**src/rtl/if_fetch.sv**
```systemverilog
// Instruction fetch stage: one outstanding imem request, a single-entry skid
// buffer for back-pressure from IF/ID, and redirect handling with response kill.
module if_fetch #(
    parameter int              XLEN     = 64,
    parameter logic [XLEN-1:0] RESET_PC = 64'h0000_0000_8000_0000
) (
    input  logic            clk,
    input  logic            rst_n,
    input  logic            hold,
    input  logic            redirect_valid,
    input  logic [XLEN-1:0] redirect_pc,
    output logic            imem_req_valid,
    input  logic            imem_req_ready,
    output logic [XLEN-1:0] imem_req_addr,
    input  logic            imem_resp_valid,
    input  logic [31:0]     imem_resp_data,
    output logic            out_valid,
    output logic [XLEN-1:0] out_pc,
    output logic [31:0]     out_inst
);

    typedef enum logic [1:0] {
        REQ,
        WAIT,
        BUF
    } state_t;

    state_t          state, state_n;
    logic [XLEN-1:0] pc, pc_n;
    logic            kill, kill_n;
    logic [XLEN-1:0] buf_pc, buf_pc_n;
    logic [31:0]     buf_inst, buf_inst_n;
    logic            out_valid_n;
    logic [XLEN-1:0] out_pc_n;
    logic [31:0]     out_inst_n;

    // The skid buffer holds valid data exactly while in BUF, so no separate valid bit.
    always_ff @(posedge clk or negedge rst_n) begin
        if (!rst_n) begin
            state     <= REQ;
            pc        <= RESET_PC;
            kill      <= 1'b0;
            buf_pc    <= '0;
            buf_inst  <= '0;
            out_valid <= 1'b0;
            out_pc    <= '0;
            out_inst  <= '0;
        end else begin
            state     <= state_n;
            pc        <= pc_n;
            kill      <= kill_n;
            buf_pc    <= buf_pc_n;
            buf_inst  <= buf_inst_n;
            out_valid <= out_valid_n;
            out_pc    <= out_pc_n;
            out_inst  <= out_inst_n;
        end
    end

    always_comb begin
        state_n        = state;
        pc_n           = pc;
        kill_n         = kill;
        buf_pc_n       = buf_pc;
        buf_inst_n     = buf_inst;
        out_valid_n    = out_valid & hold;
        out_pc_n       = out_pc;
        out_inst_n     = out_inst;
        imem_req_valid = (state == REQ);
        imem_req_addr  = pc;

        case (state)
            REQ: begin
                // A request accepted in the same cycle as a redirect is already
                // stale, so its response must be dropped.
                if (redirect_valid) begin
                    pc_n = redirect_pc;
                    if (imem_req_ready) begin
                        state_n = WAIT;
                        kill_n  = 1'b1;
                    end
                end else if (imem_req_ready) begin
                    state_n = WAIT;
                end
            end

            WAIT: begin
                if (redirect_valid) begin
                    pc_n = redirect_pc;
                    if (imem_resp_valid) begin
                        state_n = REQ;
                        kill_n  = 1'b0;
                    end else begin
                        kill_n  = 1'b1;
                    end
                end else if (imem_resp_valid) begin
                    if (kill) begin
                        kill_n  = 1'b0;
                        state_n = REQ;
                    end else if (!out_valid || !hold) begin
                        out_valid_n = 1'b1;
                        out_pc_n    = pc;
                        out_inst_n  = imem_resp_data;
                        pc_n        = pc + XLEN'(4);
                        state_n     = REQ;
                    end else begin
                        buf_pc_n   = pc;
                        buf_inst_n = imem_resp_data;
                        pc_n       = pc + XLEN'(4);
                        state_n    = BUF;
                    end
                end
            end

            BUF: begin
                if (redirect_valid) begin
                    pc_n    = redirect_pc;
                    state_n = REQ;
                end else if (!hold) begin
                    out_valid_n = 1'b1;
                    out_pc_n    = buf_pc;
                    out_inst_n  = buf_inst;
                    state_n     = REQ;
                end
            end

            default: begin
                state_n = REQ;
            end
        endcase

        // Redirect squashes whatever IF/ID holds, even under hold.
        if (redirect_valid) begin
            out_valid_n = 1'b0;
        end
    end

endmodule

```
**config.mk**
```make
export PLATFORM = sky130hd
export DESIGN_NAME = if_fetch
export DESIGN_NICKNAME = d
export VERILOG_FILES = /design/src/rtl/if_fetch.sv
export SDC_FILE = /design/constraint.sdc
export NUM_CORES = 1
export LEC_CHECK = 0
export CELL_PAD_IN_SITES_DETAIL_PLACEMENT = 0
export CELL_PAD_IN_SITES_GLOBAL_PLACEMENT = 1
export CORE_ASPECT_RATIO = 0.6
export CORE_MARGIN = 4
export CORE_UTILIZATION = 28
export DETAILED_ROUTE_END_ITERATION = 8
export HOLD_SLACK_MARGIN = 0.05
export PLACE_DENSITY = 0.69
export SYNTH_ARGS = -nofsm -noshare
export SYNTH_HDL_FRONTEND = slang
export SYNTH_SLANG_ARGS = --single-unit
```
**constraint.sdc**
```tcl
create_clock -name clk -period 2.4 [get_ports clk]
set_input_delay 0.48 -clock clk [delete_from_list [all_inputs] [get_ports clk]]
set_output_delay 0.48 -clock clk [all_outputs]
set_load 0.02 [all_outputs]
```
==> metrics <==
register area share after synthesis 51.1%; vias in the first global route 11400; Clock Sinks 260; RSZ-0062 raised after global routing yes; share of cells above drive strength 1 19.7%; CTS tree done; count leader, synth dfrtp_1; period utilization 97.2%; worst reg2reg setup slack 0.08 ns; Ys Warns 0; Cells after Synth 1252; total wire length 43.6 mm; Critical Path Fanout Max 5; crit end category output pin; final setup vio count 0; worst setup path startpoint imem_req_addr[31]; Final Critical Period 2.33 ns; Power, Total 22.8 mW; CP peak stage delay 0.61 ns; Synth area leaders dfrtp_1, mux2_2, mux2i_1; io pins 264; TritonCTS Buffers 28; Via density 5.04; routed length per instance 19.8 um; clock buffer depth 3; CTS clk-pin slew, worst paths 0.07 ns; CP Data Required Time 1.92 ns; Critical Path Start Type register; Core Area 0.0449 mm^2; wire length of the first global-routing pass 68.6 mm; Critical Path AT 1.85 ns; pin count of the biggest net entering global routing 80; router iterations before antenna repair 5; clk_lat worst skew 0.57 ns; Iter 0 DRT Violations 664; Peak VDD IR 0.561 mV; reg2reg start imem_req_addr[31]; Initial Util 28.4%; DR vias 11100; EDFF count, synth 0; Tightest Hold Check Type input pin to async pin; worst slew pin tran 0.664 ns; antenna cell count 0; PwrDens 1260 mW/mm^2; Async SR Flop Fraction 100%; area grow syn2layout 42.2%; Global Route Usage Sum 17.4%; Final Hold Viols 0; post-DP HPWL 31.8 mm; Avg Inst Size Synth 10.2 um^2; post-synth top area share 50.9%; crit-path leading delay family buffers and inverters; mapped cell area 0.0127 mm^2; Die Height 173 um; leading cell types by count after synthesis dfrtp_1, a21oi_1, nor2_1; Yosys cell types 61; # H-tree levels 1; max-slew violations 0; global route overflow 0; fmax 0.429 GHz; Final Net Count 1701; status finished clean; Placed Area 0.0171 mm^2; chip width 283 um; Leakage 7.46 nW; DRC 0; Synthesized Nets 1359; Crit Path Class register to output pin; initial antenna violation count 3; crit-path cells buf_4 -> clkdlybuf4s50_1; Final Cell Area 0.0181 mm^2; CTS root buffer clkbuf_16; slowest CP cell clkdlybuf4s50_1; number of max-cap violations 0; number of fill cells 4373; Die Area 0.0490 mm^2; GP Congestion 0.875; post-route ant nets 0; Synth area leader dfrtp_1; register bit count reported by yosys 260; clock skew 0.0157 ns; Rows 60; Buf/Inv on CP 2; number of buffers added on ports 263; ys flop type dfrtp_1; max_slew headroom 55.7%
-- logic make-up after synthesis --
| group | after synthesis | share of synthesized area, % |
|---|---|---|
| AOI/OAI and AO/OA | 267 | 12.6 |
| adders and majority gates | 5 | 0.492 |
| buffers and inverters | 107 | 3.25 |
| DFF | 260 | 51.1 |
| muxes | 198 | 16.5 |
| and+or+nand+nor | 415 | 16.0 |
-- final cells by class --
type	instances	area (um^2)	share of cell area (%)
clock inverter	14	175	0.968
tap	589	737	4.07
timing repair buffer	410	3940	21.8
multi-input combinational	885	5880	32.5
inverter	9	33.8	0.187
sequential	260	6510	36.0
clock buffer	38	820	4.53
-- flip-flops by register name (all words and copies together) (netlist names) --
| register | flops |
|---|---|
| kill | 1 |
| buf_inst | 32 |
| out_pc | 64 |
| out_inst | 32 |
| out_valid | 1 |
| state | 2 |
| imem_req_addr | 64 |
| buf_pc | 64 |
-- final timing paths --
check / to / depth (start not counted)
setup / recovery: imem_req_addr[31] / 2
hold / removal: out_pc[43] / 2
setup reg to reg: imem_req_addr[60] / 7
hold reg to reg: buf_pc[2] / 1
max in group asynchronous: out_pc[53] / 3
min in group clk: imem_req_addr[59] / 3
-- placed cells by master (no fill, tap or decap), types with 29 or more instances in the layout --
cell type and instances:
nand2_1 68, nor2_1 148, mux2i_1 100, mux2_2 98, a21oi_1 151, dfrtp_1 255
nand3_1 52, clkbuf_16 29, clkdlybuf4s50_1 260, buf_4 130
-- timing repair --
item | 4_1_cts | 5_1_grt
hold buffers | 1 | 0
resized for setup | 4 | 6
setup endpoints to repair | 4 | 7
buffers inserted | 0 | 0
endpoints found under the hold margin | 54 | 0
-- power breakdown --
group	internal [mW]	leakage (nW)	switching, mW	total, mW
logic	4.97	3.77	5.84	10.8
clock network	2.81	0.492	1.90	4.72
registers	5.94	3.19	1.34	7.27
-- through the flow --
step	setup TNS, ns	setup slack [ns]	util (%)	hold slack (ns)	cells
2_1_floorplan	0	0.0271	-	0.184	1252
3_3_place_gp	-10.15	-0.245	38.0	0.489	2152
3_5_place_dp	-14.72	-0.234	38.0	0.496	2152
4_1_cts	0	0.0299	40.3	0.461	2205
5_1_grt	-0.0377	-0.0377	40.3	0.513	2205
6_report	0	0.0678	40.3	0.476	2205
-- layer usage --
layer / global-route usage, % / up-vias / wire length (um)
li1: - / 5255 / -
met1: 24.5 / 5536 / 20600
met2: 27.3 / 272 / 19600
met3: 4.44 / 49 / 2680
met4: 2.98 / 6 / 698
met5: 0 / - / 54
(Power assumes the default switching activity.)
